**src/rtl/mips_pkg.sv**
```systemverilog
// ---------------------------------------------------------------------------
// mips_pkg -- shared definitions for the HI/LO multiply unit.
//   op_e        : operation encodings carried on the 3-bit `op` port
//   mul_state_e : sequencing FSM states of mul_hilo_unit
//   DATA_W      : architectural register width
//   MUL_ITERS   : shift-add iterations per multiply
//   CNT_W       : width of the iteration counter
// ---------------------------------------------------------------------------
package mips_pkg;

    localparam int DATA_W    = 32;
    localparam int MUL_ITERS = 32;
    localparam int CNT_W     = 6;

    typedef enum logic [2:0] {
        OP_MULTU = 3'd0,
        OP_MULT  = 3'd1,
        OP_MADDU = 3'd2,
        OP_MADD  = 3'd3,
        OP_MTHI  = 3'd4,
        OP_MTLO  = 3'd5
    } op_e;

    typedef enum logic [1:0] {
        ST_IDLE   = 2'd0,
        ST_CALC   = 2'd1,
        ST_FINISH = 2'd2
    } mul_state_e;

    // MULT and MADD treat operands as two's complement.
    function automatic logic is_signed_op(input logic [2:0] op);
        return (op == OP_MULT) || (op == OP_MADD);
    endfunction

endpackage

```
**src/rtl/mul_seq_core.sv**
```systemverilog
// ---------------------------------------------------------------------------
// mul_seq_core -- unsigned 32x32 shift-add multiplier, one iteration per step.
//   clk, rst_n : clock, asynchronous active-low reset
//   load       : capture mcand/mplier, clear product and counter
//   step       : perform one shift-add iteration
//   mcand      : multiplicand magnitude
//   mplier     : multiplier magnitude
//   product    : running 64-bit product (final after MUL_ITERS steps)
//   count      : number of iterations completed since load
// ---------------------------------------------------------------------------
module mul_seq_core
    import mips_pkg::*;
(
    input  logic                  clk,
    input  logic                  rst_n,
    input  logic                  load,
    input  logic                  step,
    input  logic [DATA_W-1:0]     mcand,
    input  logic [DATA_W-1:0]     mplier,
    output logic [2*DATA_W-1:0]   product,
    output logic [CNT_W-1:0]      count
);

    logic [2*DATA_W-1:0] mcand_q;
    logic [DATA_W-1:0]   mplier_q;
    logic [2*DATA_W-1:0] product_q;
    logic [CNT_W-1:0]    count_q;

    // Multiplicand shifts left while multiplier shifts right, so bit 0 of the
    // multiplier always selects whether the aligned multiplicand is added.
    always_ff @(posedge clk or negedge rst_n) begin
        if (!rst_n) begin
            mcand_q   <= '0;
            mplier_q  <= '0;
            product_q <= '0;
            count_q   <= '0;
        end else if (load) begin
            mcand_q   <= {{DATA_W{1'b0}}, mcand};
            mplier_q  <= mplier;
            product_q <= '0;
            count_q   <= '0;
        end else if (step) begin
            if (mplier_q[0]) begin
                product_q <= product_q + mcand_q;
            end
            mcand_q  <= mcand_q << 1;
            mplier_q <= mplier_q >> 1;
            count_q  <= count_q + 1'b1;
        end
    end

    assign product = product_q;
    assign count   = count_q;

endmodule

```
**src/rtl/mul_hilo_unit.sv**
```systemverilog
// ---------------------------------------------------------------------------
// mul_hilo_unit -- MIPS-style HI/LO multiply/accumulate unit.
//   clk, rst_n     : clock, asynchronous active-low reset
//   start, op      : operation request and code (MULTU/MULT/MADDU/MADD/MTHI/MTLO)
//   rs_val, rt_val : operands
//   busy           : multi-cycle operation in flight (state != IDLE)
//   done           : one-cycle pulse, coincident with updated hi/lo
//   hi, lo         : architectural HI/LO registers
//   state_dbg      : current FSM state (mul_state_e encoding)
// Handshake: a request is taken on any rising edge where start=1 and the FSM
// is IDLE; start is ignored otherwise. Each accepted op yields exactly one
// done pulse unless reset intervenes.
// ---------------------------------------------------------------------------
module mul_hilo_unit
    import mips_pkg::*;
(
    input  logic              clk,
    input  logic              rst_n,
    input  logic              start,
    input  logic [2:0]        op,
    input  logic [DATA_W-1:0] rs_val,
    input  logic [DATA_W-1:0] rt_val,
    output logic              busy,
    output logic              done,
    output logic [DATA_W-1:0] hi,
    output logic [DATA_W-1:0] lo,
    output logic [1:0]        state_dbg
);

    mul_state_e          state_q;
    logic [2:0]          op_q;
    logic                neg_q;
    logic                done_q;
    logic [DATA_W-1:0]   hi_q;
    logic [DATA_W-1:0]   lo_q;

    logic                accept_mul;
    logic                sgn;
    logic [DATA_W-1:0]   mag_rs;
    logic [DATA_W-1:0]   mag_rt;
    logic [2*DATA_W-1:0] core_product;
    logic [CNT_W-1:0]    core_count;
    logic [2*DATA_W-1:0] prod_signed;
    logic [2*DATA_W-1:0] result_d;

    assign accept_mul = (state_q == ST_IDLE) && start && (op <= OP_MADD);
    assign sgn        = is_signed_op(op);

    // Unsigned negation maps 0x80000000 onto itself, i.e. magnitude 2^31.
    assign mag_rs = (sgn && rs_val[DATA_W-1]) ? (~rs_val + 1'b1) : rs_val;
    assign mag_rt = (sgn && rt_val[DATA_W-1]) ? (~rt_val + 1'b1) : rt_val;

    mul_seq_core u_core (
        .clk     (clk),
        .rst_n   (rst_n),
        .load    (accept_mul),
        .step    (state_q == ST_CALC),
        .mcand   (mag_rs),
        .mplier  (mag_rt),
        .product (core_product),
        .count   (core_count)
    );

    assign prod_signed = neg_q ? (~core_product + 1'b1) : core_product;
    assign result_d    = ((op_q == OP_MADDU) || (op_q == OP_MADD))
                         ? prod_signed + {hi_q, lo_q}
                         : prod_signed;

    always_ff @(posedge clk or negedge rst_n) begin
        if (!rst_n) begin
            state_q <= ST_IDLE;
            op_q    <= '0;
            neg_q   <= 1'b0;
            done_q  <= 1'b0;
            hi_q    <= '0;
            lo_q    <= '0;
        end else begin
            done_q <= 1'b0;
            case (state_q)
                ST_IDLE: begin
                    if (start) begin
                        case (op)
                            OP_MULTU, OP_MULT, OP_MADDU, OP_MADD: begin
                                op_q    <= op;
                                neg_q   <= sgn && (rs_val[DATA_W-1] ^ rt_val[DATA_W-1]);
                                state_q <= ST_CALC;
                            end
                            OP_MTHI: begin
                                hi_q   <= rs_val;
                                done_q <= 1'b1;
                            end
                            OP_MTLO: begin
                                lo_q   <= rs_val;
                                done_q <= 1'b1;
                            end
                            default: ;  // reserved codes are dropped
                        endcase
                    end
                end
                ST_CALC: begin
                    // The step taken on this edge is the last one.
                    if (core_count == CNT_W'(MUL_ITERS - 1)) begin
                        state_q <= ST_FINISH;
                    end
                end
                ST_FINISH: begin
                    {hi_q, lo_q} <= result_d;
                    done_q       <= 1'b1;
                    state_q      <= ST_IDLE;
                end
                default: state_q <= ST_IDLE;
            endcase
        end
    end

    assign busy      = (state_q != ST_IDLE);
    assign done      = done_q;
    assign hi        = hi_q;
    assign lo        = lo_q;
    assign state_dbg = state_q;

endmodule

```
**config.mk**
```make
export PLATFORM = sky130hd
export DESIGN_NAME = mul_hilo_unit
export DESIGN_NICKNAME = d
export VERILOG_FILES = /design/src/rtl/mips_pkg.sv /design/src/rtl/mul_seq_core.sv /design/src/rtl/mul_hilo_unit.sv
export SDC_FILE = /design/constraint.sdc
export NUM_CORES = 1
export LEC_CHECK = 0
export BUFFER_PORTS_ARGS = -buffer_cell sky130_fd_sc_hd__buf_2
export CAP_MARGIN = 20
export CORE_MARGIN = 2
export CORE_UTILIZATION = 30
export DETAILED_ROUTE_END_ITERATION = 7
export GPL_ROUTABILITY_DRIVEN = 0
export GPL_TIMING_DRIVEN = 0
export PLACE_DENSITY = 0.53
export REMOVE_ABC_BUFFERS = 1
export SLEW_MARGIN = 0
export SYNTH_ARGS = -nofsm -noshare
export SYNTH_HDL_FRONTEND = slang
export SYNTH_SLANG_ARGS = --single-unit
```
**constraint.sdc**
```tcl
create_clock -name clk -period 5.6 [get_ports clk]
set_clock_uncertainty 0.15 [all_clocks]
set_input_delay 1.12 -clock clk [delete_from_list [all_inputs] [get_ports clk]]
set_output_delay 1.12 -clock clk [all_outputs]
set_load 0.01 [all_outputs]
```
After elaboration in Yosys (flattened, before gate mapping)
Index checks and enable logic that the tools add are counted.
{"block": "classes", "addsub": 6, "reduce_logical": 20, "n_eq_ne": 15, "n_bitwise": 4, "muxes": 26, "n_lt_le_gt_ge": 1}
{"operator": "64-bit two-way mux", "count": 7}
{"operator": "32-bit two-way mux", "count": 8}
{"operator": "64-bit adder", "count": 2}
{"operator": "32-bit one-hot mux with 2 select lines", "count": 2}
{"operator": "32-bit by 1-bit adder with 32-bit output (second input constant)", "count": 2}
{"operator": "64-bit by 1-bit adder with 64-bit output (second input constant)", "count": 1}
{"operator": "32-bit NOT", "count": 2}
{"operator": "64-bit NOT", "count": 1}
{"operator": "3-bit by 2-bit equality test with 1-bit output (second input constant)", "count": 4}
{"operator": "6-bit two-way mux", "count": 2}
{"operator": "3-bit AND reduction", "count": 4}
{"operator": "2-bit nonzero test", "count": 4}
{"operator": "6-bit by 1-bit adder with 6-bit output (second input constant)", "count": 1}
{"operator": "3-bit equality test (second input constant)", "count": 2}
{"operator": "6-bit by 5-bit equality test with 1-bit output (second input constant)", "count": 1}
{"operator": "2-bit two-way mux", "count": 3}
{"operator": "2-bit by 1-bit != test with 1-bit output (second input constant)", "count": 3}
{"operator": "1-bit logical AND", "count": 5}
{"operator": "2-bit != test (second input constant)", "count": 2}
{"operator": "2-bit one-hot mux with 2 select lines", "count": 1}
{"operator": "4-bit OR reduction", "count": 1}
{"operator": "3-bit by 1-bit equality test with 1-bit output (second input constant)", "count": 1}
{"operator": "3-bit by 2-bit less-or-equal comparator with 1-bit output (second input constant)", "count": 1}
{"operator": "3-bit zero test", "count": 1}
{"operator": "other kinds (9)", "count": 11}
{"block": "word_totals", "output_inout_bits": 68, "register_bits": 237, "input_bits": 70}

Longest topological paths before layout
{"block": "logic_depth", "word_depth": 6, "mapped_depth": 23, "depth_no_buf": 21}

Modules after synthesis
Synthesis repeated with hierarchy kept, for this count alone.
{"block": "hier_totals", "hier_cells": 2577, "area_unflattened_um2": 20784.9}
{"mod": "mul_seq_core", "area_per_inst_um2": 10771.6, "instances": 1, "seq_area_each_um2": 4154.0, "cells_each": 1223}
{"mod": "mul_hilo_unit", "area_per_inst_um2": 10013.4, "instances": 1, "seq_area_each_um2": 1751.7, "cells_each": 1354}

Worst setup path before layout
Ideal clock, no wire load.
{"block": "synth_timing", "path_kind": "register -> register", "start": "register u_core.product_q[19] (netlist: u_core.product[19])", "end": "register hi_q[15] (netlist: hi[15])", "required_time_ns": 5.325, "t_arrival_ns": 4.669, "stages_incl_launch_ff": 17, "path_slack_ns": 0.656, "period_less_slack_ns": 4.944, "path_cell_list": "dfrtp_1 > or4_4 > nor4_2 > nand3b_1 > or3_1 > or4_1 > o21ai_0 > xnor2_1 > ha_1 > and3_1 > nand2_1 > or4_1 > o21bai_1 > a21boi_0 > o31ai_1 > mux2i_1 > a21oi_1"}
{"block": "synth_via", "elab_chain_cells": 6}
{"element": "start, declared", "line": "mul_seq_core.sv:26", "text": "logic [2*DATA_W-1:0] product_q;"}
{"element": "start signal, assigned", "line": "mul_seq_core.sv:44", "text": "product_q <= product_q + mcand_q;"}
{"element": "64-bit NOT", "line": "mul_hilo_unit.sv:64", "text": "assign prod_signed = neg_q ? (~core_product + 1'b1) : core_product;"}
{"element": "64-bit by 1-bit adder with 64-bit output", "line": "mul_hilo_unit.sv:64"}
{"element": "64-bit two-way mux (*)", "line": "mul_hilo_unit.sv:64"}
{"element": "64-bit adder", "line": "mul_hilo_unit.sv:66", "text": "? prod_signed + {hi_q, lo_q}"}
{"element": "64-bit two-way mux (*)", "line": "mul_hilo_unit.sv:66"}
{"element": "32-bit one-hot mux with 2 select lines (*)", "line": "mul_hilo_unit.sv:79", "text": "case (state_q)"}
{"element": "end signal, assigned", "line": "mul_hilo_unit.sv:89", "text": "hi_q <= rs_val;"}
{"element": "end signal, assigned", "line": "mul_hilo_unit.sv:107", "text": "{hi_q, lo_q} <= result_d;"}
{"element": "end, declared", "line": "mul_hilo_unit.sv:34", "text": "logic [DATA_W-1:0] hi_q;"}
Every way passes the cells marked *; elsewhere a longest branch is shown, timed or not.
A chain may end at the register's enable or synchronous reset.

Final worst setup path
{"block": "layout_timing", "start": "register u_core.product_q[16] (netlist: u_core.product[16])", "end": "register hi_q[27] (netlist: hi[27])"}
Same word-level chain as after synthesis.

==> flow_summary_export.csv <==
group,metric,value,unit
setup_path,crit_slowest_cell,"or4_4",
drt,ant_nets,0,
timing,fin_crit_sh,96.48,%
setup_path,cpPeakStageDelay,0.57,ns
cells_and_area,mostFrequentLayoutCell,"nand2_1",
setup_path,r2r-start,"u_core.product[16]",
cells_and_area,num-nets-final,2935,
setup_path,worstReg2RegEnd,"hi[27]",
timing,min_period,5.403,ns
floorplan,die_h,265.3,um
clocking,cts_root_buf,"clkbuf_16",
drt,dr.pass1.iters,6,
clocking,ctsHoldBuffers,0,
floorplan,core_area,67400,um2
synth,yosys_most_used_dff,"dfrtp_1",
synth,synth.area.mux_share,0.9649,%
floorplan,rows,95,
min_path,hold_path.class,"in -> async",
timing,max_clock_freq,185.1,MHz
setup_path,crit_path_end_kind,"register",
synth,synthXorXnorAreaFrac,9.875,%
drt,vias_per_cell,5.556,
clocking,cts_tree,"yes",
floorplan,dieArea,70400,um2
setup_path,ff2ff_setup_slack,0.20,ns
global_route,grt_use_total,19.67,%
setup_path,critical_path_class,"reg -> reg",
clocking,htreeDepth,2,
placement,pre_cts_ws,-0.4982,ns
cells_and_area,drive_gt1_share,10.06,%
cells_and_area,area_growth,14.17,%
drt,drt_iter0_drc,1470,
placement,hpwl,54.66,mm
global_route,antenna_found_initial,0,
power,max-vdd-ir-drop,0.2659,mV
power,p_per_area,721.6,nW/um2
floorplan,io_pins,138,
placement,portBuffers,137,
clocking,clkLatencyLatePin,0.58,ns
global_route,grt_max_degree,112,
synth,netlist_area,20490,um2
drt,wl_per_cell,19.60,um
synth,ys_async_sr_fraction,100.0,%
setup_path,critPathLaunchType,"register",
drt,drcViolationCount,0,
synth,yosysWarnings,0,
clocking,cts_sinks,236,
drt,vias,20110,
floorplan,initial_core_util,30.40,%
job,max_cap_violations,0,
setup_path,arrival,5.70,ns
synth,synth_top_family_by_area,"compound AO/OA/AOI/OAI gates",
timing,rsz0062_at_grt,"false",
setup_path,cp_max_fo,7,
timing,fin_ws,0.1972,ns
timing,final-hold-violation-count,0,
clocking,clk_pin_slew,0.06,ns
global_route,grt_pass1_vias,19260,
setup_path,crit_chain,"or4_4 > nor4_4 > nand3b_1 > or3_4 > or4_4 > o31ai_1 > xnor2_1 > ha_1 > a21oi_1 > o21bai_1 > a21oi_1 > o211a_1 > o22ai_1 > a311o_1 > a211o_1 > xnor2_1 > o21ai_1",
synth,synth-seq-cells,236,
synth,synth_fa_ha_area_share,8.990,%
power,p_leak,10.12,nW
run_status,status,"completed",
setup_path,rr_worst_depth,17,
synth,synth-compound-area-share,26.19,%
synth,synth_edf_count,0,
drt,totalWireLength,70.94,mm
cells_and_area,layout_common_cells,"473 x nand2_1, 236 x o21ai_0, 233 x dfrtp_1, 225 x a21oi_1, 202 x nor2_1",
global_route,grt-ovfl-total,0,
power,power,16.88,mW
synth,syn_avg_cell_area,7.664,um2
clocking,clockBufferDepth,3,
setup_path,crit_required,5.89,ns
clocking,cts_buffers,34,
timing,finalSetupViolCount,0,
timing,final_max_slew_viol_count,0,
floorplan,die_w,265.3,um
synth,ys_seq_area_share,28.83,%
timing,slew_headroom,31.88,%
synth,synthDistinctLibCells,76,
cells_and_area,nFillCells,7031,
timing,tightestPinTransition,0.9961,ns
synth,synth-simple-area-share,21.47,%
synth,syn-instance-count,2673,
global_route,grt_pass1_wl,109.7,mm
==> per-stage QoR <==
stage | instance area, um2 | util (%) | instances | hold WS (ns) | setup TNS, ns
6_report | 23390 | 34.71 | 3619 | 0.2890 | 0
4_1_cts | 23270 | 34.53 | 3614 | 0.2654 | 0
5_1_grt | 23390 | 34.70 | 3617 | 0.2870 | 0
2_1_floorplan | 19920 | - | 2523 | 0.2924 | -41.65
3_3_place_gp | 21700 | 32.20 | 3533 | 0.3096 | -979.46
3_5_place_dp | 22130 | 32.84 | 3552 | 0.3205 | -4.962
==> state kept, by name, summed over array words and instances (netlist names) <==
signal / count
op_q: 2
lo: 32
state_dbg: 2
u_core.mplier_q: 32
done: 1
u_core.mcand_q: 64
u_core.product: 64
neg_q: 1
u_core.count: 6
hi: 32
==> cell type report <==
cell class | instances | area [um2] | share of cell area (%)
Clock inverter | 14 | 130.1 | 0.5563
Sequential cell | 236 | 5909 | 25.26
Tap cell | 873 | 1092 | 4.670
Antenna cell | 2 | 5.005 | 0.02140
Multi-Input combinational cell | 2236 | 14010 | 59.91
Clock buffer | 47 | 960.9 | 4.108
Timing Repair Buffer | 160 | 1089 | 4.654
Inverter | 51 | 191.4 | 0.8184
==> cells by family (layout without fill, tap and decap cells) <==
kind of cell               count (synthesis)  after routing
buffers and inverters                    201            272
and+or+nand+nor                          976            976
adders and majority gates                146            146
muxes                                     19             19
AOI/OAI and AO/OA                        864            864
DFF                                      236            236
other                                      0              2
xor gates and xnor gates                 231            231
==> metal layers <==
metal	share of wire, %	global-route usage, %	up-vias
li1	-	-	9746
met5	0	0	-
met3	5.2	2.620	128
met1	45	26.04	9603
met2	45	31.62	630
met4	5.1	9.528	0
==> synthesized netlist by cell type, types with 44 or more instances <==
master    instances  area [um2]
nand2_1         474        1779
nand4_1          54       337.8
inv_1            51       191.4
o31ai_1          47       352.8
dfrtp_1         236        5906
a21oi_1         227        1136
o21ai_0         239        1196
nand3_1          44       220.2
clkbuf_1        137       514.2
xor2_1           81       709.4
a31oi_1          73       456.7
a21o_1           66       495.5
nor3_1           50       250.2
xnor2_1         150        1314
nor2_1          204       765.7
ha_1            144        1802
==> power breakdown <==
group | internal, mW | total, mW | switching [mW]
Combinational | 4.40 | 11.2 | 6.84
Clock | 1.25 | 2.14 | 0.884
Sequential | 2.47 | 3.50 | 1.03
Total | 8.13 | 16.9 | 8.75
==> worst max-delay path by stage <==
stage,from,endpoint,slack [ns],cells past startpoint
2_1_floorplan,state_dbg[0],u_core.product[63],-1.03,5
3_3_place_gp,op[2],u_core.product[2],-8.50,4
3_5_place_dp,u_core.product[1],hi[15],-0.50,18
4_1_cts,u_core.product[16],hi[27],0.02,18
5_1_grt,u_core.product[1],hi[14],0.004,18
6_report,u_core.product[16],hi[27],0.20,17
==> worst max-delay path: cells and delay by family (launching register included) <==
family / cells / cell delay (ns)
xor gates and xnor gates: 2 / 0.33
DFF: 1 / 0.50
adders and majority gates: 1 / 0.37
AOI/OAI and AO/OA: 9 / 2.08
and+or+nand+nor: 5 / 1.84
==> timing repair <==
| action | CTS | global route |
|---|---|---|
| endpoints found under the setup margin | 17 | 21 |
| gates cloned | 0 | 0 |
| resized for setup | 10 | 22 |
| setup buffers | 1 | 3 |
| pin swaps | 2 | 3 |
(Power assumes the default switching activity.)
